## config.mk

```make
export PLATFORM = sky130hd
export DESIGN_NAME = hilo_ctrl
export DESIGN_NICKNAME = d
export VERILOG_FILES = /design/src/rtl/hilo_ctrl_pkg.sv /design/src/rtl/hilo_reg.sv /design/src/rtl/hilo_ctrl.sv
export SDC_FILE = /design/constraint.sdc
export NUM_CORES = 1
export LEC_CHECK = 0
export ABC_AREA = 0
export BUFFER_PORTS_ARGS = -buffer_cell sky130_fd_sc_hd__buf_2
export CORE_MARGIN = 2
export CORE_UTILIZATION = 52
export CTS_CLUSTER_DIAMETER = 30
export CTS_CLUSTER_SIZE = 8
export DETAILED_ROUTE_END_ITERATION = 16
export GPL_ROUTABILITY_DRIVEN = 0
export GPL_TIMING_DRIVEN = 0
export MAX_ROUTING_LAYER = met4
export PLACE_DENSITY = 0.83
export SETUP_SLACK_MARGIN = 0.1
export SYNTH_ARGS = -nofsm -noshare
export SYNTH_HDL_FRONTEND = slang
export SYNTH_SLANG_ARGS = --single-unit
```

## constraint.sdc

```tcl
create_clock -name clk -period 2.1 [get_ports clk]
set_clock_uncertainty 0.05 [all_clocks]
set_input_delay 0.105 -clock clk [delete_from_list [all_inputs] [get_ports clk]]
set_output_delay 0.105 -clock clk [all_outputs]
set_load 0.01 [all_outputs]
```

## src/rtl/hilo_ctrl_pkg.sv

```systemverilog
// rtl/hilo_ctrl_pkg.sv - shared widths, funct codes, FSM states and mult/div decode for HI/LO control
package hilo_ctrl_pkg;

  localparam int DATA_BUS        = 32;
  localparam int DOUBLE_DATA_BUS = 64;
  localparam int FUNCT_BUS       = 6;

  localparam logic [FUNCT_BUS-1:0] FUNCT_MFHI  = 6'b010000;
  localparam logic [FUNCT_BUS-1:0] FUNCT_MTHI  = 6'b010001;
  localparam logic [FUNCT_BUS-1:0] FUNCT_MFLO  = 6'b010010;
  localparam logic [FUNCT_BUS-1:0] FUNCT_MTLO  = 6'b010011;
  localparam logic [FUNCT_BUS-1:0] FUNCT_MULT  = 6'b011000;
  localparam logic [FUNCT_BUS-1:0] FUNCT_MULTU = 6'b011001;
  localparam logic [FUNCT_BUS-1:0] FUNCT_DIV   = 6'b011010;
  localparam logic [FUNCT_BUS-1:0] FUNCT_DIVU  = 6'b011011;

  typedef enum logic [1:0] {
    IDLE = 2'd0,
    BUSY = 2'd1,
    DONE = 2'd2
  } md_state_t;

  // Shared with the hazard unit so both agree on which functs occupy the mult/div unit.
  function automatic logic is_md_funct(input logic [FUNCT_BUS-1:0] f);
    return (f == FUNCT_MULT) || (f == FUNCT_MULTU) ||
           (f == FUNCT_DIV)  || (f == FUNCT_DIVU);
  endfunction

endpackage

```

## src/rtl/hilo_reg.sv

```systemverilog
// rtl/hilo_reg.sv - architectural HI/LO register pair with independent write enables
module hilo_reg
  import hilo_ctrl_pkg::*;
(
  input  logic                clk,
  input  logic                rst,
  input  logic                hi_we,
  input  logic [DATA_BUS-1:0] hi_d,
  input  logic                lo_we,
  input  logic [DATA_BUS-1:0] lo_d,
  output logic [DATA_BUS-1:0] hi,
  output logic [DATA_BUS-1:0] lo
);

  always_ff @(posedge clk) begin
    if (rst) begin
      hi <= '0;
      lo <= '0;
    end else begin
      if (hi_we) hi <= hi_d;
      if (lo_we) lo <= lo_d;
    end
  end

endmodule

```

## src/rtl/hilo_ctrl.sv

```systemverilog
// rtl/hilo_ctrl.sv - tracks mult/div from issue to EX exit, stalls while busy, commits HI/LO
module hilo_ctrl
  import hilo_ctrl_pkg::*;
(
  input  logic                       clk,
  input  logic                       rst,
  input  logic [FUNCT_BUS-1:0]       funct,
  input  logic [DATA_BUS-1:0]        operand_1,
  input  logic                       stall_all,
  input  logic                       flush,
  input  logic                       md_done,
  input  logic [DOUBLE_DATA_BUS-1:0] md_result,
  output logic                       stall_request,
  output logic [DATA_BUS-1:0]        hi,
  output logic [DATA_BUS-1:0]        lo,
  output logic [DATA_BUS-1:0]        mf_result
);

  md_state_t                  state, state_next;
  logic [DOUBLE_DATA_BUS-1:0] res_buf;
  logic                       capture;
  logic                       commit;
  logic                       mthi_we, mtlo_we;
  logic                       hi_we, lo_we;
  logic [DATA_BUS-1:0]        hi_d, lo_d;

  always_ff @(posedge clk) begin
    if (rst) begin
      state   <= IDLE;
      res_buf <= '0;
    end else begin
      state <= state_next;
      if (capture) res_buf <= md_result;
    end
  end

  always_comb begin
    state_next    = state;
    capture       = 1'b0;
    commit        = 1'b0;
    mthi_we       = 1'b0;
    mtlo_we       = 1'b0;
    stall_request = 1'b0;
    if (!rst) begin
      case (state)
        IDLE: begin
          if (!flush) begin
            // The issue cycle itself stalls so EX holds the instruction until DONE.
            if (is_md_funct(funct)) begin
              stall_request = 1'b1;
              state_next    = BUSY;
            end
            mthi_we = (funct == FUNCT_MTHI) && !stall_all;
            mtlo_we = (funct == FUNCT_MTLO) && !stall_all;
          end
        end
        BUSY: begin
          stall_request = 1'b1;
          if (flush) begin
            state_next = IDLE;
          end else if (md_done) begin
            capture    = 1'b1;
            state_next = DONE;
          end
        end
        DONE: begin
          if (flush) begin
            state_next = IDLE;
          end else if (!stall_all) begin
            commit     = 1'b1;
            state_next = IDLE;
          end
        end
        default: state_next = IDLE;
      endcase
    end
  end

  assign hi_we = commit || mthi_we;
  assign lo_we = commit || mtlo_we;
  assign hi_d  = commit ? res_buf[63:32] : operand_1;
  assign lo_d  = commit ? res_buf[31:0]  : operand_1;

  hilo_reg u_hilo_reg (
    .clk   (clk),
    .rst   (rst),
    .hi_we (hi_we),
    .hi_d  (hi_d),
    .lo_we (lo_we),
    .lo_d  (lo_d),
    .hi    (hi),
    .lo    (lo)
  );

  always_comb begin
    mf_result = '0;
    if (funct == FUNCT_MFHI)      mf_result = hi;
    else if (funct == FUNCT_MFLO) mf_result = lo;
  end

endmodule

```

==> summary.md, run 1 <==
| Metric | Value |
|---|---|
| Max Cap Violations | 0 |
| Logic pwr share | 0.085 |
| Ys async rst share | 0 |
| Crit path launch type | primary input |
| Setup WS pre-CTS | -7.90 ps |
| Worst-Skew Late Latency | 430 ps |
| Worst r2r src | state[0] |
| First-pass GRT wire length | 38.1 mm |
| Clock power share | 0.500 |
| GR Overflow Total | 0 |
| Adder-cell share of the synthesized area | 0 |
| Die height | 117 µm |
| Final hold viol count | 1 |
| Net switching power | 1.32 mW |
| Slew margin rel. | 0.431 |
| Gr usage total | 0.378 |
| Largest family of logic cells by synthesized area | simple AND/OR/NAND/NOR gates |
| Post-synthesis instance area | 0.00667 mm² |
| HPWL Detailed | 17.3 mm |
| CP arrival | 2250 ps |
| Crit-path cells | dlygate4sd3_1 > buf_2 > or4_1 > buf_2 > buf_2 > nor4_1 > nor4_1 |
| DRT Wirelength | 25.4 mm |
| Final hold slack | -2.33 ps |
| Sequential Power Share | 0.415 |
| ANT nets after route | 0 |
| Failing checks | negative hold slack |
| Simple-Gate Fraction of Synth Area | 0.398 |
| Routed WL per cell | 19.3 µm |
| F_max | 499 MHz |
| Top cell by count, worst path | buf_2 |
| Total power | 5.98 mW |
| Avg Vias per Cell | 6.09 |
| Die width | 117 µm |
| Vias | 8,024 |
| Fillers | 905 |
| Worst Setup Path Type | primary input to flop |
| Internal | 4.66 mW |
| Seq cells post-synth | 130 |
| Postcts setup bufs | 0 |
| DRT Pass-1 Iters | 7 |
| FP Rows | 41 |
| Crit-path slowest cell | dlygate4sd3_1 |
| CP max stage delay | 550 ps |
| Actual slew at the worst max-slew pin | 854 ps |
| Syn_nets | 930 |
| Yosys top cell by area | dfxtp_1 |
| CTS max path bufs | 2 |
| Worst hold path type | primary input to flop |
| Top post-synthesis cells by count | dfxtp_1, o21ai_0, nor4_1, nand2_1, nor3_1 |
| CTS H-tree lvls | 4 |
| Cell with the most instances after synthesis | dfxtp_1 |
| Synth Area in XOR/XNOR | 0 |
| EDFF count, synth | 0 |
| Port Buffers | 201 |
| CTS Sinks | 130 |
| Fin. max-slew vios | 0 |
| Initial Utilization | 0.531 |
| Hold_sp | operand_1[8] |
| Root buffer cell | clkbuf_16 |
| Min Tclk post-route | 2000 ps |
| CTS tree | built |
| WP buf/inv | 4 |
| Crit Path Max Fanout | 10 |
| Syn Area/Cell | 8.10 µm² |
| # IOs | 204 |
| Multiplexer share of the synthesized area | 0.0480 |
| Top_reg_cell synth | dfxtp_1 |
| Post-synth top area share | 0.390 |
| Syn. warnings | 0 |
| Worst ir drop on vdd | 0.000606 V |
| Die ar. | 0.0137 mm² |
| Pwr/cell area | 634 mW/mm² |
| P&R area growth vs syn | 41.4% |
| Cells after synthesis | 823 |
| Final worst slack | 96.3 ps |
| Top post-synthesis cells by area | dfxtp_1, o21ai_0, nor4_1 |
| Initial antenna violation count | 1 |
| Worst Setup SP | flush |
| Layout cells sized above 1 | 0.268 |
| Status | finished, violations left |
| Sum of negative setup slack | 0 ps |
| Sw Ratio | 0.221 |
| Post-layout net count | 1,240 |
| Yosys cell types | 25 |
| DR DRC count | 0 |
| Crit path max-delay family | buffers and inverters |
| Clk pin slew, worst setup/hold paths | 50 ps |
| Core area | 0.0126 mm² |
| Sequential share of the synthesized area | 0.390 |
| Critical Path RT | 2350 ps |
| Final period util | 0.954 |
| Synth Area in Compound Gates | 0.100 |
| CTS Buf Count | 17 |
| Crit path capture type | flop |
| Maximum number of pins on one net before global-route repair | 17 |
| Vias in the first global route | 7,466 |
| Leak | 3.53 nW |
| Final setup vio count | 0 |
| Starting DRT DRC Count | 1,178 |
==> cell families (layout without fill, tap and decap cells) <==
logic type,count (synthesis),after routing
multiplexers,32,32
AO/OA/AOI/OAI,131,131
other,0,1
buffers and inverters,96,418
flip-flops,130,130
AND/OR/NAND/NOR,434,434
==> placed cells by master, fill, tap and decap left out <==
cell type and n:
buf_6 3, dfxtp_1 130, or3_1 2, or4_1 1, nand3b_1 64, a31oi_1 3
mux2i_1 32, and3_1 1, nor3_1 66, nor4_1 95, buf_1 5, dlygate4sd3_1 90
nand3_1 1, nand2b_1 64, clkbuf_16 17, diode_2 1, nor3_2 1, or3b_1 1
nor4_2 34, nor3b_2 1, o41ai_1 2, buf_2 226, nand2_1 66, o21ai_0 126
clkinv_2 2, nor2_1 37, clkbuf_1 50, clkbuf_8 6, inv_1 2, bufinv_16 2
buf_4 5, clkbuf_2 10
==> worst paths after layout <==
| kind | endpoint | slack (ps) | depth (start not counted) |
|---|---|---|---|
| hold / removal | u_hilo_reg.lo[8] | -2 | 3 |
| setup / recovery | u_hilo_reg.hi[12] | 100 | 7 |
| hold reg to reg | res_buf[55] | 420 | 2 |
| setup reg to reg | u_hilo_reg.hi[12] | 120 | 5 |
==> stage by stage <==
| step | cell area (µm²) | utilization | std cells |
|---|---|---|---|
| final | 9430 | 0.751 | 1318 |
| after global placement | 7890 | 0.628 | 1196 |
| after CTS | 9390 | 0.747 | 1317 |
| after detailed placement | 7890 | 0.628 | 1196 |
| after global routing | 9430 | 0.751 | 1318 |
| after floorplan | 6670 | - | 823 |
==> power by group through the flow <==
stage / logic (mW) / clock network (mW) / registers [mW]
after detailed placement: 0.353 / 0 / 2.53
after global placement: 0.347 / 0 / 2.53
after CTS: 0.488 / 2.99 / 2.48
final: 0.509 / 2.99 / 2.48
after global routing: 0.540 / 3.08 / 2.48
after floorplan: 0.172 / 0 / 2.53
==> routing by layer <==
| layer | GRT usage | wire length [µm] | vias to the layer above |
|---|---|---|---|
| li1 | - | - | 3615 |
| met1 | 0.445 | 9620 | 3713 |
| met2 | 0.598 | 11700 | 574 |
| met3 | 0.101 | 2830 | 122 |
| met4 | 0.182 | 1280 | 0 |
| met5 | - | 0 | - |
==> flip-flops by register name, summed over array words and instances, names as in the netlist <==
| signal | cells |
|---|---|
| u_hilo_reg.hi | 32 |
| u_hilo_reg.lo | 32 |
| res_buf | 64 |
| state | 2 |
==> area by class of cell <==
cell class	count	area, µm²	share of cell area
multi-input combinational	597	3670	0.389
sequential	130	2600	0.276
timing repair buffer	291	1910	0.202
clock buffer	27	523	0.0554
buffer	94	438	0.0464
tap	172	215	0.0228
clock inverter	4	70.1	0.00743
inverter	2	7.51	0.000796
antenna	1	2.50	0.000265
==> worst reg2reg max path, cell delays in order (launching register included) <==
cell	delay, ps
dfxtp_1	350
or4_1	530
buf_2	210
buf_2	220
nor4_1	410
nor4_1	80
==> what timing repair did <==
action | CTS | global route
setup endpoints to repair | 6 | 112
cloned | 0 | 0
hold buffers | 90 | 0
endpoints found under the hold margin | 98 | 0
gates resized for setup | 4 | 28
Note: power is estimated with default switching activity, not from simulation.
==> run 2: changes to the inputs <==
CORE_UTILIZATION = 53   (was 52)
CTS_BUF_LIST = sky130_fd_sc_hd__clkbuf_8   (was not set)
PLACE_DENSITY = 0.84   (was 0.83)
==> summary.md, run 2 (synthesized netlist as in run 1, its figures left out) <==
| Metric | Value |
|---|---|
| CTS max path bufs | 2 (unchanged) |
| Max Cap Violations | 0 (unchanged) |
| P&R area growth vs syn | 39.4% (was 41.4%) |
| Post-layout net count | 1,248 (was 1,240) |
| Final setup vio count | 0 (unchanged) |
| Port Buffers | 201 (unchanged) |
| WP buf/inv | 2 (was 4) |
| Total power | 5.14 mW (was 5.98 mW) |
| Crit-path slowest cell | nor4_2 (was dlygate4sd3_1) |
| Routed WL per cell | 19.7 µm (was 19.3 µm) |
| CTS Sinks | 130 (unchanged) |
| Most common cell after layout, fill and taps aside | buf_2 (unchanged) |
| Pwr/cell area | 553 mW/mm² (was 634 mW/mm²) |
| # IOs | 204 (unchanged) |
| Gr usage total | 0.389 (was 0.378) |
| Vias in the first global route | 7,771 (was 7,466) |
| Avg Vias per Cell | 6.20 (was 6.09) |
| DRT Pass-1 Iters | 5 (was 7) |
| Actual slew at the worst max-slew pin | 1010 ps (was 854 ps) |
| Initial antenna violation count | 0 (was 1) |
| Final period util | 0.951 (was 0.954) |
| Commonest non-fill, non-tap cells in the layout | buf_2, dfxtp_1, o21ai_0 (unchanged) |
| F_max | 501 MHz (was 499 MHz) |
| DR DRC count | 0 (unchanged) |
| Vias | 8,178 (was 8,024) |
| Critical Path RT | 2370 ps (was 2350 ps) |
| Crit path capture type | flop (unchanged) |
| CP max stage delay | 400 ps (was 550 ps) |
| CTS H-tree lvls | 4 (unchanged) |
| Clk pin slew, worst setup/hold paths | 80 ps (was 50 ps) |
| CP arrival | 2270 ps (was 2250 ps) |
| Fin. max-slew vios | 0 (unchanged) |
| Status | finished clean (was finished, violations left) |
| Layout cells sized above 1 | 0.269 (was 0.268) |
| Worst hold path type | primary input to flop (unchanged) |
| Initial Utilization | 0.548 (was 0.531) |
| Starting DRT DRC Count | 1,087 (was 1,178) |
| Ant diodes | 0 (was 1) |
| DP Area | 0.00789 mm² (about the same) |
| HPWL Detailed | 17.5 mm (was 17.3 mm) |
| Crit Path Max Fanout | 10 (unchanged) |
| CTS tree | built (unchanged) |
| Fillers | 908 (was 905) |
| Die width | 116 µm (was 117 µm) |
| ANT nets after route | 0 (unchanged) |
| Final Util | 0.765 (was 0.751) |
| Leak | 3.46 nW (was 3.53 nW) |
| Die height | 116 µm (was 117 µm) |
| Slew margin rel. | 0.324 (was 0.431) |
| FP Rows | 40 (was 41) |
| Reg with most FFs | res_buf (unchanged) |
| CTS Buf Count | 17 (unchanged) |
| Worst ir drop on vdd | 0.000476 V (was 0.000606 V) |
| Inst Count DP | 1,192 (was 1,196) |
| Worst Setup Path Type | flop to flop (was primary input to flop) |
| GR Overflow Total | 0 (unchanged) |
| DRT Wirelength | 26.1 mm (was 25.4 mm) |
| Biggest regs | res_buf x64, u_hilo_reg.hi x32, u_hilo_reg.lo x32 (unchanged) |
| Min Tclk post-route | 2000 ps (about the same) |
| Crit path max-delay family | simple AND/OR/NAND/NOR gates (was buffers and inverters) |
| Layout Cells excl Fill | 1,320 (was 1,318) |
| Crit-path cells | nor4_2 > clkbuf_4 > buf_1 > nand3b_1 > o21ai_0 > nor4_1 (was dlygate4sd3_1 > buf_2 > or4_1 > buf_2 > buf_2 > nor4_1 > nor4_1) |
| Crit path launch type | flop (was primary input) |
| Worst-Skew Late Latency | 460 ps (was 430 ps) |
| Final hold viol count | 0 (was 1) |
| Maximum number of pins on one net before global-route repair | 17 (unchanged) |
| First-pass GRT wire length | 39.1 mm (was 38.1 mm) |
| Core area | 0.0122 mm² (was 0.0126 mm²) |
| Sum of negative setup slack | 0 ps (unchanged) |
| Root buffer cell | clkbuf_8 (was clkbuf_16) |
| Max reg flops | 64 (unchanged) |
| Die ar. | 0.0135 mm² (was 0.0137 mm²) |
| RSZ-0062 raised after global routing | no |
| Cell area after layout | 0.00930 mm² (was 0.00943 mm²) |
run 2: cell types whose count changed in the layout (fill, tap and decap cells not counted), sizes merged:
cell	delta
clkbuf	-5
clkinvlp	+5
diode	-1
buf	-2
inv	+1
dlygate4sd3	+8
run 2: final timing paths:
check	cells after the start	slack (ps)	end	from
setup / recovery	6	100	u_hilo_reg.hi[14]	state[0]
hold / removal	3	20	state[0]	funct[3]
setup reg to reg	6	100	u_hilo_reg.hi[14]	state[0]
hold reg to reg	2	420	res_buf[27]	res_buf[27]
run 2: layout make-up:
cell class,count,area (µm²),area share
buffer,94,443,0.0476
clock buffer,20,275,0.0296
clock inverter,10,111,0.0120
inverter,2,7.51,0.000807
multi-input combinational,597,3660,0.394
sequential,130,2600,0.280
tap,168,210,0.0226
timing repair buffer,299,1990,0.214
run 2: per-stage QoR:
step | setup WS (ps) | hold WS [ps]
6_report | 102 | 18.2
3_3_place_gp | 53.5 | 250
3_5_place_dp | 45.2 | 254
2_1_floorplan | 462 | 134
4_1_cts | 51.4 | 4.51
5_1_grt | 52.1 | 23.3
run 2: timing repair:
| item | in CTS | in global routing |
|---|---|---|
| gates resized for setup | 3 | 32 |
| pin swaps | 0 | 0 |
| hold endpoints to repair | 115 | 0 |
| buffers inserted | 0 | 0 |
| setup endpoints to repair | 5 | 137 |
| hold buffers | 98 | 0 |
run 2: worst min-delay path, stage by stage:
cell	delay [ps]
buf_2	140
a31oi_1	180
nor4_1	60
run 2: where the power goes:
group	leakage [nW]	switching [mW]	internal, mW
clock	0.186	1.02	1.13
sequential	1.05	0.00463	2.47
combinational	2.23	0.261	0.267
total	3.46	1.28	3.86
run 2: per-layer routing:
metal	vias to the layer above	share of wire	global-route usage
li1	3611	-	-
met2	631	0.47	0.624
met3	151	0.11	0.0924
met1	3785	0.37	0.448
met5	-	0	-
met4	0	0.059	0.220
==> run 3: changes to the inputs <==
PLACE_DENSITY = 0.85   (was 0.84)
SYNTH_HIERARCHICAL = 1   (was not set)
==> summary.md, run 3 <==
| Metric | Value |
|---|---|
| Hold_sp | operand_1[8] (was funct[3]) |
| Sum of negative setup slack | 0 ps (unchanged) |
| Leak | 4.15 nW (was 3.46 nW) |
| Top_reg_cell synth | dfxtp_1 (unchanged) |
| Top cell by count, worst path | buf_6 |
| CTS Buf Count | 17 (unchanged) |
| CTS max path bufs | 2 (unchanged) |
| GR Overflow Total | 0 (unchanged) |
| Crit path capture type | flop (unchanged) |
| Gr usage total | 0.342 (was 0.389) |
| Commonest non-fill, non-tap cells in the layout | buf_2, dfxtp_1, mux2_2 (was buf_2, dfxtp_1, o21ai_0) |
| Post-layout net count | 1,015 (was 1,248) |
| Yosys top cell by area | dfxtp_1 (unchanged) |
| # IOs | 204 (unchanged) |
| Post-synthesis instance area | 0.00633 mm² (was 0.00667 mm²) |
| RSZ-0062 raised after global routing | no (unchanged) |
| EDFF count, synth | 0 (unchanged) |
| HPWL Detailed | 13.0 mm (was 17.5 mm) |
| Top post-synthesis cells by count | dfxtp_1, mux2_2, mux2i_1, nor2_1, nor2b_1 (was dfxtp_1, o21ai_0, nor4_1, nand2_1, nor3_1) |
| Starting DRT DRC Count | 326 (was 1,087) |
| Syn Area/Cell | 11.0 µm² (was 8.10 µm²) |
| Final Util | 0.796 (was 0.765) |
| Slew margin rel. | 0.276 (was 0.324) |
| P&R area growth vs syn | 44.7% (was 39.4%) |
| Final period util | 0.936 (was 0.951) |
| Maximum number of pins on one net before global-route repair | 17 (unchanged) |
| Critical Path RT | 2390 ps (was 2370 ps) |
| Final hold viol count | 0 (unchanged) |
| Min Tclk post-route | 1970 ps (was 2000 ps) |
| Reg with most FFs | res_buf (unchanged) |
| Layout cells sized above 1 | 0.445 (was 0.269) |
| Flop2flop setup slack | 180 ps (was 100 ps) |
| Routed WL per cell | 20.4 µm (was 19.7 µm) |
| Initial Utilization | 0.550 (was 0.548) |
| FF-to-FF path depth | 8 (was 6) |
| Root buffer cell | clkbuf_8 (unchanged) |
| Initial antenna violation count | 0 (unchanged) |
| Actual slew at the worst max-slew pin | 1090 ps (was 1010 ps) |
| DR DRC count | 0 (unchanged) |
| Pwr/cell area | 597 mW/mm² (was 553 mW/mm²) |
| ANT nets after route | 0 (unchanged) |
| DRT Pass-1 Iters | 5 (unchanged) |
| Crit path launch type | primary input (was flop) |
| Max reg flops | 64 (unchanged) |
| Hold Path Cell Cnt | 4 (was 3) |
| Worst Setup Path Type | primary input to flop (was flop to flop) |
| CP arrival | 2260 ps (was 2270 ps) |
| CP max stage delay | 560 ps (was 400 ps) |
| Worst ir drop on vdd | 0.000492 V (was 0.000476 V) |
| Crit-path cells | dlygate4sd3_1 > buf_6 > nor4_4 > nand2_2 > buf_8 > buf_4 > buf_6 > mux2_2 > mux2i_1 > nor2_1 (was nor4_2 > clkbuf_4 > buf_1 > nand3b_1 > o21ai_0 > nor4_1) |
| Syn_nets | 685 (was 930) |
| CTS tree | built (unchanged) |
| Die width | 113 µm (was 116 µm) |
| Core area | 0.0115 mm² (was 0.0122 mm²) |
| Avg Vias per Cell | 5.46 (was 6.20) |
| F_max | 509 MHz (was 501 MHz) |
| Inst Count DP | 923 (was 1,192) |
| Most common cell after layout, fill and taps aside | buf_2 (unchanged) |
| Biggest regs | res_buf x64, u_hilo_reg/hi x32, u_hilo_reg/lo x32 (was res_buf x64, u_hilo_reg.hi x32, u_hilo_reg.lo x32) |
| Vias | 5,815 (was 8,178) |
| DP Area | 0.00752 mm² (was 0.00789 mm²) |
| Max Cap Violations | 0 (unchanged) |
| Die height | 113 µm (was 116 µm) |
| First-pass GRT wire length | 32.4 mm (was 39.1 mm) |
| Sequential share of the synthesized area | 0.411 (was 0.390) |
| Status | finished clean (unchanged) |
| Final setup vio count | 0 (unchanged) |
| Fin. max-slew vios | 0 (unchanged) |
| Crit-path slowest cell | dlygate4sd3_1 (was nor4_2) |
| Fillers | 677 (was 908) |
| Port Buffers | 202 (was 201) |
| Cell area after layout | 0.00916 mm² (was 0.00930 mm²) |
| Yosys cell types | 28 (was 25) |
| CTS Sinks | 130 (unchanged) |
| Worst hold path type | primary input to flop (unchanged) |
| Crit Path Max Fanout | 10 (unchanged) |
| Die ar. | 0.0128 mm² (was 0.0135 mm²) |
| FP Rows | 39 (was 40) |
| Hold path endpoint | u_hilo_reg/lo[8] (was state[0]) |
| Post-synth top area share | 0.411 (was 0.390) |
| Vias in the first global route | 6,263 (was 7,771) |
| Worst-Skew Late Latency | 450 ps (was 460 ps) |
| Top post-synthesis cells by area | dfxtp_1, mux2_2, mux2i_1 (was dfxtp_1, o21ai_0, nor4_1) |
| DRT Wirelength | 21.7 mm (was 26.1 mm) |
| Cell with the most instances after synthesis | dfxtp_1 (unchanged) |
| Ys async rst share | 0 (unchanged) |
| Reg-to-Reg End | u_hilo_reg/lo[8] (was u_hilo_reg.hi[14]) |
| Syn. warnings | 6 (was 0) |
| Worst r2r src | state[0] (unchanged) |
| Seq cells post-synth | 130 (unchanged) |
| Clk pin slew, worst setup/hold paths | 70 ps (was 80 ps) |
| Layout Cells excl Fill | 1,065 (was 1,320) |
| CTS H-tree lvls | 4 (unchanged) |
| Cells after synthesis | 578 (was 823) |
run 3: through the flow:
stage | hold WS (ps) | setup slack (ps) | power (mW)
2_1_floorplan | 132 | 224 | 2.67
3_3_place_gp | 281 | -1.35 | 2.83
6_report | 76.5 | 134 | 5.47
4_1_cts | 3.10 | 105 | 5.45
3_5_place_dp | 284 | -63.0 | 2.83
5_1_grt | 25.6 | 103 | 5.61
run 3: worst max path at each step:
stage                                   end  slack (ps)  startpoint  depth (start not counted)
after detailed placement  u_hilo_reg/hi[11]         -60    state[0]                          9
after global placement    u_hilo_reg/lo[12]          -1    state[0]                          9
after CTS                 u_hilo_reg/hi[16]         110    state[0]                          9
after global routing      u_hilo_reg/hi[18]         100       flush                         11
after floorplan            u_hilo_reg/hi[0]         220    state[0]                          9
final                      u_hilo_reg/lo[8]         130       flush                         10
run 3: report_power, final:
group / internal, mW / total (mW) / switching, mW
combinational: 0.279 / 0.478 / 0.199
clock: 1.53 / 2.52 / 0.992
sequential: 2.47 / 2.47 / 0.00385
total: 4.28 / 5.47 / 1.19
run 3: cell type report:
cell class              instances  area, µm²  area share
diodes                          1       2.50    0.000273
multi-input cells             404       3390       0.370
flip-flops and latches        130       2600       0.284
plain buffers                  42        369      0.0403
repair buffers                311       2140       0.233
clock inverters                11        181      0.0198
well taps                     143        179      0.0195
inverters                       2       7.51    0.000819
clock buffers                  21        289      0.0315
run 3: layer usage:
layer | GRT usage | routed length, µm | up-vias
li1 | - | - | 2632
met1 | 0.362 | 8320 | 2763
met2 | 0.592 | 11100 | 328
met3 | 0.0750 | 1360 | 92
met5 | - | 0 | -
met4 | 0.187 | 966 | 0
run 3: logic make-up after synthesis:
logic type / after synthesis / share of synthesized area
DFF: 130 / 0.411
muxes: 224 / 0.385
and+or+nand+nor: 175 / 0.141
buffers and inverters: 44 / 0.0583
AOI/OAI and AO/OA: 5 / 0.00474
run 3: critical path, delay by kind of cell:
family	cells	cell delay (ps)
buf+inv	5	1180
mux	2	460
simple gates	3	490
run 3: timing repair:
| action | 4_1_cts | 5_1_grt |
|---|---|---|
| hold endpoints to repair | 119 | 0 |
| pin swaps | 2 | 1 |
| hold buffers | 99 | 0 |
| gates resized for setup | 2 | 13 |
| endpoints found under the setup margin | 129 | 60 |
| buffers inserted | 3 | 4 |
| cloned | 0 | 3 |
